--- src/rtl/vertex_xform.sv ---
// Affine transform of the four vertices of one primitive word through a shared
// 2x2 multiply-accumulate, with screen clamping and trivial-cull flagging.
module vertex_xform #(
  parameter int unsigned SCREEN_W = 320,
  parameter int unsigned SCREEN_H = 240,
  parameter int unsigned FRAC     = 8
) (
  input  logic         Clk,
  input  logic         Reset_n,
  input  logic         in_valid,
  output logic         in_ready,
  input  logic [255:0] in_prim,
  input  logic [15:0]  m00,
  input  logic [15:0]  m01,
  input  logic [15:0]  m10,
  input  logic [15:0]  m11,
  input  logic [15:0]  tx,
  input  logic [15:0]  ty,
  output logic         out_valid,
  input  logic         out_ready,
  output logic [255:0] out_prim,
  output logic         out_cull,
  output logic [15:0]  xform_count
);

  localparam int unsigned CW = 9;
  localparam int unsigned MW = 16;
  localparam int unsigned PW = 26;
  localparam int unsigned SW = 27;
  localparam int unsigned RW = 28;
  localparam logic signed [RW-1:0] L_XMAX = RW'(SCREEN_W - 1);
  localparam logic signed [RW-1:0] L_YMAX = RW'(SCREEN_H - 1);

  typedef enum logic [1:0] {IDLE, XFORM, OUT} state_t;

  state_t                r_state;
  logic [3:0][CW-1:0]    r_vx;
  logic [3:0][CW-1:0]    r_vy;
  logic signed [MW-1:0]  r_m00, r_m01, r_m10, r_m11, r_tx, r_ty;
  logic [1:0]            r_vidx;
  logic                  r_f_xl, r_f_xr, r_f_yt, r_f_yb;
  logic                  r_in_ready;
  logic                  r_out_valid;
  logic [255:0]          r_out_prim;
  logic                  r_out_cull;
  logic [15:0]           r_count;

  logic signed [9:0]     w_x10, w_y10;
  logic signed [PW-1:0]  w_x26, w_y26;
  logic signed [PW-1:0]  w_m00e, w_m01e, w_m10e, w_m11e;
  logic signed [PW-1:0]  w_p00, w_p01, w_p10, w_p11;
  logic signed [SW-1:0]  w_sumx, w_sumy;
  logic signed [RW-1:0]  w_px, w_py;
  logic                  w_x_neg, w_x_hi, w_y_neg, w_y_hi;
  logic [CW-1:0]         w_cx, w_cy;
  logic [31:0]           w_lane;
  logic                  w_f_xl, w_f_xr, w_f_yt, w_f_yb;
  logic                  w_unused_pad;

  assign w_unused_pad = ^{in_prim[15:9],   in_prim[31:25],  in_prim[47:41],
                          in_prim[63:57],  in_prim[79:73],  in_prim[95:89],
                          in_prim[111:105], in_prim[127:121]};

  // Shared MAC: coordinates are unsigned 9-bit, widened before multiplying
  assign w_x10  = {1'b0, r_vx[r_vidx]};
  assign w_y10  = {1'b0, r_vy[r_vidx]};
  assign w_x26  = PW'(w_x10);
  assign w_y26  = PW'(w_y10);
  assign w_m00e = PW'(r_m00);
  assign w_m01e = PW'(r_m01);
  assign w_m10e = PW'(r_m10);
  assign w_m11e = PW'(r_m11);
  assign w_p00  = w_m00e * w_x26;
  assign w_p01  = w_m01e * w_y26;
  assign w_p10  = w_m10e * w_x26;
  assign w_p11  = w_m11e * w_y26;
  assign w_sumx = SW'(w_p00) + SW'(w_p01);
  assign w_sumy = SW'(w_p10) + SW'(w_p11);
  assign w_px   = RW'(w_sumx >>> FRAC) + RW'(r_tx);
  assign w_py   = RW'(w_sumy >>> FRAC) + RW'(r_ty);

  assign w_x_neg = w_px[RW-1];
  assign w_y_neg = w_py[RW-1];
  assign w_x_hi  = w_px > L_XMAX;
  assign w_y_hi  = w_py > L_YMAX;

  assign w_cx = w_x_neg ? '0 : (w_x_hi ? CW'(SCREEN_W - 1) : w_px[CW-1:0]);
  assign w_cy = w_y_neg ? '0 : (w_y_hi ? CW'(SCREEN_H - 1) : w_py[CW-1:0]);
  assign w_lane = {7'b0, w_cy, 7'b0, w_cx};

  // Cull flags stay set only while every vertex so far is off the same edge
  assign w_f_xl = r_f_xl & w_x_neg;
  assign w_f_xr = r_f_xr & w_x_hi;
  assign w_f_yt = r_f_yt & w_y_neg;
  assign w_f_yb = r_f_yb & w_y_hi;

  always_ff @(posedge Clk or negedge Reset_n) begin
    if (!Reset_n) begin
      r_state     <= IDLE;
      r_vx        <= '0;
      r_vy        <= '0;
      r_m00       <= '0;
      r_m01       <= '0;
      r_m10       <= '0;
      r_m11       <= '0;
      r_tx        <= '0;
      r_ty        <= '0;
      r_vidx      <= '0;
      r_f_xl      <= 1'b0;
      r_f_xr      <= 1'b0;
      r_f_yt      <= 1'b0;
      r_f_yb      <= 1'b0;
      r_in_ready  <= 1'b0;
      r_out_valid <= 1'b0;
      r_out_prim  <= '0;
      r_out_cull  <= 1'b0;
      r_count     <= '0;
    end else begin
      case (r_state)
        IDLE: begin
          r_in_ready <= 1'b1;
          if (in_valid && r_in_ready) begin
            for (int k = 0; k < 4; k++) begin
              r_vx[k] <= in_prim[32*k +: CW];
              r_vy[k] <= in_prim[32*k+16 +: CW];
            end
            r_m00      <= m00;
            r_m01      <= m01;
            r_m10      <= m10;
            r_m11      <= m11;
            r_tx       <= tx;
            r_ty       <= ty;
            r_f_xl     <= 1'b1;
            r_f_xr     <= 1'b1;
            r_f_yt     <= 1'b1;
            r_f_yb     <= 1'b1;
            r_vidx     <= '0;
            r_out_prim <= {in_prim[255:128], 128'b0};
            r_in_ready <= 1'b0;
            r_state    <= XFORM;
          end
        end
        XFORM: begin
          r_out_prim[{r_vidx, 5'd0} +: 32] <= w_lane;
          r_f_xl <= w_f_xl;
          r_f_xr <= w_f_xr;
          r_f_yt <= w_f_yt;
          r_f_yb <= w_f_yb;
          r_vidx <= r_vidx + 2'd1;
          if (r_vidx == 2'd3) begin
            r_out_valid <= 1'b1;
            r_out_cull  <= w_f_xl | w_f_xr | w_f_yt | w_f_yb;
            r_state     <= OUT;
          end
        end
        OUT: begin
          if (out_ready) begin
            r_out_valid <= 1'b0;
            r_count     <= r_count + 16'd1;
            r_in_ready  <= 1'b1;
            r_state     <= IDLE;
          end
        end
        default: r_state <= IDLE;
      endcase
    end
  end

  assign in_ready    = r_in_ready;
  assign out_valid   = r_out_valid;
  assign out_prim    = r_out_prim;
  assign out_cull    = r_out_cull;
  assign xform_count = r_count;

endmodule

--- config.mk ---
export PLATFORM = sky130hd
export DESIGN_NAME = vertex_xform
export DESIGN_NICKNAME = d
export VERILOG_FILES = /design/src/rtl/vertex_xform.sv
export SDC_FILE = /design/constraint.sdc
export NUM_CORES = 2
export LEC_CHECK = 0
export BUFFER_PORTS_ARGS = -buffer_cell sky130_fd_sc_hd__buf_2
export CELL_PAD_IN_SITES_DETAIL_PLACEMENT = 1
export CELL_PAD_IN_SITES_GLOBAL_PLACEMENT = 1
export CORE_MARGIN = 8
export CORE_UTILIZATION = 30
export CTS_BUF_LIST = sky130_fd_sc_hd__clkbuf_8
export DETAILED_ROUTE_END_ITERATION = 8
export PLACE_DENSITY = 0.7
export SYNTH_ARGS = -nofsm -noshare
export SYNTH_HDL_FRONTEND = slang
export SYNTH_SLANG_ARGS = --single-unit
--- constraint.sdc ---
create_clock -name Clk -period 13.16 [get_ports Clk]
set_clock_uncertainty 0.2 [all_clocks]
set_input_delay 3.948 -clock Clk [delete_from_list [all_inputs] [get_ports Clk]]
set_output_delay 3.948 -clock Clk [all_outputs]
set_load 0.005 [all_outputs]
* Yosys cells after proc, flatten, opt, wreduce, memory -nomap -nowiden
Cells that the tools add are included.
Widths: inputs -> output; s select.
** Word-level totals
- Flip-flop bits (word level) :: 451
- Input port bits :: 356
- Output and inout bits :: 275
- Logic and storage cells :: 94
** Operators by class
- $add $sub $neg :: 7
- $mul :: 4
- Magnitude comparators :: 3
- Equality and inequality tests :: 6
- Shift-type cells :: 2
- Mux-type cells :: 28
- Bitwise operators :: 7
- Reductions and logical operators :: 12
** Operators with widths (count)
- $pmux 256 s2 :: 1
- $bwmux 256 :: 1
- $mux 256 :: 1
- $shift 32x9->256 const A :: 1
- $shiftx 32x9->256 :: 1
- $mul 16x10->26 :: 4
- $add 26x26->27 :: 2
- $mux 9 :: 6
- $add 19x16->20 :: 2
- $bmux 9 s2 :: 2
- $gt 20x10->1 const B :: 1
- $gt 20x9->1 const B :: 1
- $add 16x1->16 const B :: 1
- $pmux 1 s2 :: 6
- $reduce_and 2->1 :: 5
- $neg 7->9 :: 1
- $mux 2 :: 4
- $ne 2x2->1 const B :: 3
- $pmux 2 s3 :: 1
- $reduce_and 3->1 :: 2
- $reduce_bool 2->1 :: 3
- $mux 1 :: 5
- $and 1x1->1 :: 4
- $eq 2x2->1 const B :: 2
- other kinds (7) :: 9

* Logic depth before layout (Yosys ltp)
- Depth after elaboration :: 11
- Gate-level depth with buffers :: 39
- Gate-level depth less buffers :: 35

* Worst setup path after synthesis
Ideal clock, no wire load.
- Kind :: reg2reg
- Start :: register r_vidx[0]
- End :: register r_out_prim[147], in the netlist out_prim[147]
- Setup time :: 126 ps
- Arrival time :: 9957 ps
- Setup slack :: 2877 ps
- Cell stages (with the launch flop) :: 36
- Buffers on the path :: 3
- Cells stage by stage :: dfrtp_1 > buf_1 > mux4_2 > clkbuf_1 > and2_1 > fa_1 > fa_1 > inv_1 > fa_1 > inv_1 > fa_1 > fa_1 > fa_1 > inv_1 > fa_1 > inv_1 > ha_1 > and3_1 > o31ai_1 > a21boi_0 > a311oi_1 > o21ai_1 > o21a_1 > o21a_1 > nor2_1 > xnor2_1 > ha_1 > clkbuf_1 > mux2_2 > a31oi_1 > nand3_1 > nor4_1 > o311ai_1 > nor4_4 > o211ai_1 > a221o_1
** Between the ends
- Cells in the longest elaborated chain, start to end :: 11
- Elaborated cells on any way between the ends :: 23
- Those cells by class :: 5 x add/sub; 4 x mul; 2 x order compare; 2 x shift; 10 x mux
** RTL lines
- from (decl) :: RTL line 40 : logic [1:0] r_vidx;
- from (signal assigned) :: RTL line 149 : r_vidx <= r_vidx + 2'd1;
- $bmux 9 s2, on equally long branches :: RTL line 65, 66
- $mux 9, on equally long branches :: RTL line 65, 66
- $mul 16x10->26, on equally long branches
- $add 26x26->27, on equally long branches :: RTL line 77, 78
- $add 19x16->20, on equally long branches :: RTL line 79, 80
- $gt 20x10->1 / $gt 20x9->1 (equally long branches) :: RTL line 84, 85
- $mux 9, on equally long branches (2 in series) :: RTL line 87, 88
- $shiftx 32x9->256 :: RTL line 144 : r_out_prim[{r_vidx, 5'd0} +: 32] <= w_lane;
- $bwmux 256 (*) :: RTL line 144
- $pmux 256 s2 (*) :: RTL line 119 : case (r_state)
- to (signal assigned) :: RTL line 138 : r_out_prim <= {in_prim[255:128], 128'b0};
- to (signal, indexed assignment) :: RTL line 144
- to (decl) :: RTL line 44 : logic [255:0] r_out_prim;
Every way passes the cells marked *; elsewhere a longest branch is shown, timed or not. The select of a mux whose other input is x is not followed.
A chain may end at the register's enable or synchronous reset.

* Worst setup path in the final report
- Start :: register r_vidx[1]
- End :: register r_out_prim[128], in the netlist out_prim[128]
Same word-level chain as after synthesis.

==> flow_metrics.env <==
export IMPL_cts_made_buffers=75
export IMPL_yosysMostFrequentCell="nand2_1"
export IMPL_routabilityCongestion=0.844
export IMPL_setup_worst_path_start_class="flip-flop"
export IMPL_wire_per_inst_um=21.6
export IMPL_cts_tree="yes"
export IMPL_drive_above_1_share_pct=16.0
export IMPL_overflow=0
export IMPL_grt_max_degree=151
export IMPL_hold_viol_final=0
export IMPL_first_global_vias=34017
export IMPL_crit_type="flip-flop to flip-flop"
export IMPL_worst_slew_pin_slew_ns=1.17
export IMPL_grt_usage_pct=19.3
export IMPL_crit_path_end_kind="flip-flop"
export IMPL_dp_hpwl_mm=112
export IMPL_routed_wl_mm=136
export IMPL_syn_area_um2=39300
export IMPL_cp_required_ns=13.56
export IMPL_h_tree_depth=3
export IMPL_cts_sinks=395
export IMPL_finalNetCount=5687
export IMPL_syn_area_per_cell_um2=9.67
export IMPL_grt_pass1_wl_mm=211
export IMPL_slew_viol_final=0
export IMPL_cts_buffer_depth=3
export IMPL_status="complete, no violations"
export IMPL_synth_top_area_cell="fa_1"
export IMPL_n_fill_cell=15213
export IMPL_area_growth_pct=14.7
export IMPL_cts_root_buf="clkbuf_8"
export IMPL_yosys_register_bits=395
export IMPL_synth_commonest_cells="nand2_1 (837), inv_1 (672), fa_1 (596)"
export IMPL_hold_path_class="flip-flop to flip-flop"
export IMPL_die_area_um2=143000
export IMPL_vias_per_cell=4.68
export IMPL_core_area_um2=130000
export IMPL_die_h_um=378
export IMPL_dr_pass1_iters=5
export IMPL_path_clk_slew_ns=0.06
export IMPL_cap_violations=0
export IMPL_vias=29530
export IMPL_cts_hold_buf=0
export IMPL_fp_dieW_um=378
export IMPL_final_cell_area_um2=45100
export IMPL_synth_edf_count=0
export IMPL_max_stage_delay_ns=1.04
export IMPL_crit_fanout=17
export IMPL_drt_iter0_drc=1267
export IMPL_yosysSeqAreaShare_pct=25.2
export IMPL_fin_crit_sh_pct=89.3
export IMPL_cts_resized=0
export IMPL_crit_arrival_ns=12.15
export IMPL_fmaxAchievable_mhz=85.1
export IMPL_synth_distinct_cells=87
export IMPL_setup_viol_count_final=0
export IMPL_post_cts_buffers=0
export IMPL_io_buffers=518
export IMPL_tns_ns=0
export IMPL_syn_inst=4060
export IMPL_ant_nets=0
export IMPL_slew_headroom_pct=21.7
export IMPL_row_count=132
export IMPL_slowest_stage="dfrtp_1"
export IMPL_post_route_drc_count=0
export IMPL_ys_async_sr_fraction_pct=100
export IMPL_boundaryPins=631
export IMPL_initial_core_util_pct=30.3
export IMPL_synth_top_cell_area_share_pct=30.4
export IMPL_dpl_cell_area_um2=43500
export IMPL_fin_crit_ns=11.75
export IMPL_synth_area_leaders="fa_1 (30%), dfrtp_1 (25%), nand2_1 (8.0%)"
export IMPL_insertion_delay_ns=0.77
export IMPL_antenna_found_initial=42
export IMPL_fin_hold_ws_ns=0.262
export IMPL_yosys_warnings=0
export IMPL_synth_flop_cell="dfrtp_1"
export IMPL_cp_common_cell="fa_1"
export IMPL_rsz0062_at_grt="no"
==> layout make-up <==
cell class	count	area [µm²]	area share (%)
Antenna cell	19	47.5	0.106
Clock buffer	92	1270	2.81
Clock inverter	41	289	0.641
Inverter	672	2520	5.60
Multi-Input combinational cell	2799	26000	57.7
Sequential cell	395	9890	21.9
Tap cell	1742	2180	4.84
Timing Repair Buffer	552	2880	6.40
==> final timing paths <==
path	from	end	slack [ns]	cells after the start
min in group asynchronous	Reset_n	r_vy[24]$_DFFE_PN0P_	3.01	1
worst max register to register	r_vidx[1]$_DFFE_PN0P_	out_prim[128]$_DFFE_PN0P_	1.41	33
max in group asynchronous	Reset_n	r_m10[8]$_DFFE_PN0P_	7.56	3
worst max-delay path	r_vidx[1]$_DFFE_PN0P_	out_prim[128]$_DFFE_PN0P_	1.41	33
worst min register to register	out_prim[5]$_DFFE_PN0P_	out_prim[5]$_DFFE_PN0P_	0.26	2
worst min-delay path	out_prim[5]$_DFFE_PN0P_	out_prim[5]$_DFFE_PN0P_	0.26	2
==> per-stage QoR <==
stage	util, %	cells	worst slack (ns)
finish	34.7	6312	1.41
floorplan	-	4115	2.88
detailed placement	33.5	6160	1.38
CTS	34.7	6293	1.31
global placement	33.5	6160	1.56
global route	34.7	6299	0.789
==> per-layer routing <==
layer	share of wire, %	global-route usage, %	up-vias	wire length (µm)
li1	-	-	13338	-
met1	40	22.8	15193	54000
met2	50	33.7	750	68200
met3	6.6	5.42	221	8960
met4	3.5	6.71	28	4790
met5	0.13	0	-	178
==> flip-flops by register name (all words and copies together) (netlist names), 2 cells and up <==
register	cells
r_vidx	2
r_m10	16
r_state	2
r_tx	16
r_vx	36
out_prim	200
xform_count	16
r_m11	16
r_m01	16
r_vy	36
r_m00	16
r_ty	16
==> logic make-up after synthesis <==
family	Yosys count	share of synthesized area, %
flip-flops	395	25.2
AND/OR/NAND/NOR	1385	16.4
adder cells (fa/ha/maj)	836	38.0
other	1	0.00955
XOR/XNOR	86	1.97
AO/OA/AOI/OAI	408	7.70
multiplexers	28	1.32
buffers and inverters	921	9.38
==> placed cells by master (no fill, tap or decap), types with 26 or more instances in the layout <==
cell      netlist  layout
o21ai_0        41      41
dfrtp_1       395     394
clkbuf_8        0      92
xor2_1         26      26
fa_1          596     596
buf_2           5     517
conb_1          1      56
nand3_1        31      30
nor2_1         67      67
nand2_1       837     837
xnor2_1        59      59
inv_1         672     696
ha_1          240     240
buf_4          57      32
o21ai_1        33      30
a21oi_1        62      57
and2_1        325     325
a22o_1        138     138
==> worst max-delay path: cells and delay by family, from the launching register on <==
family,cells,cell delay (ns)
compound gates,8,1.93
simple gates,7,2.34
mux,1,0.69
flops,1,1.04
xor+xnor,1,0.16
buf+inv,7,1.00
fa+ha+maj,9,4.18
Power is not shown: default switching activity piles up to over one toggle a cycle in this logic, so the estimate is an artifact.
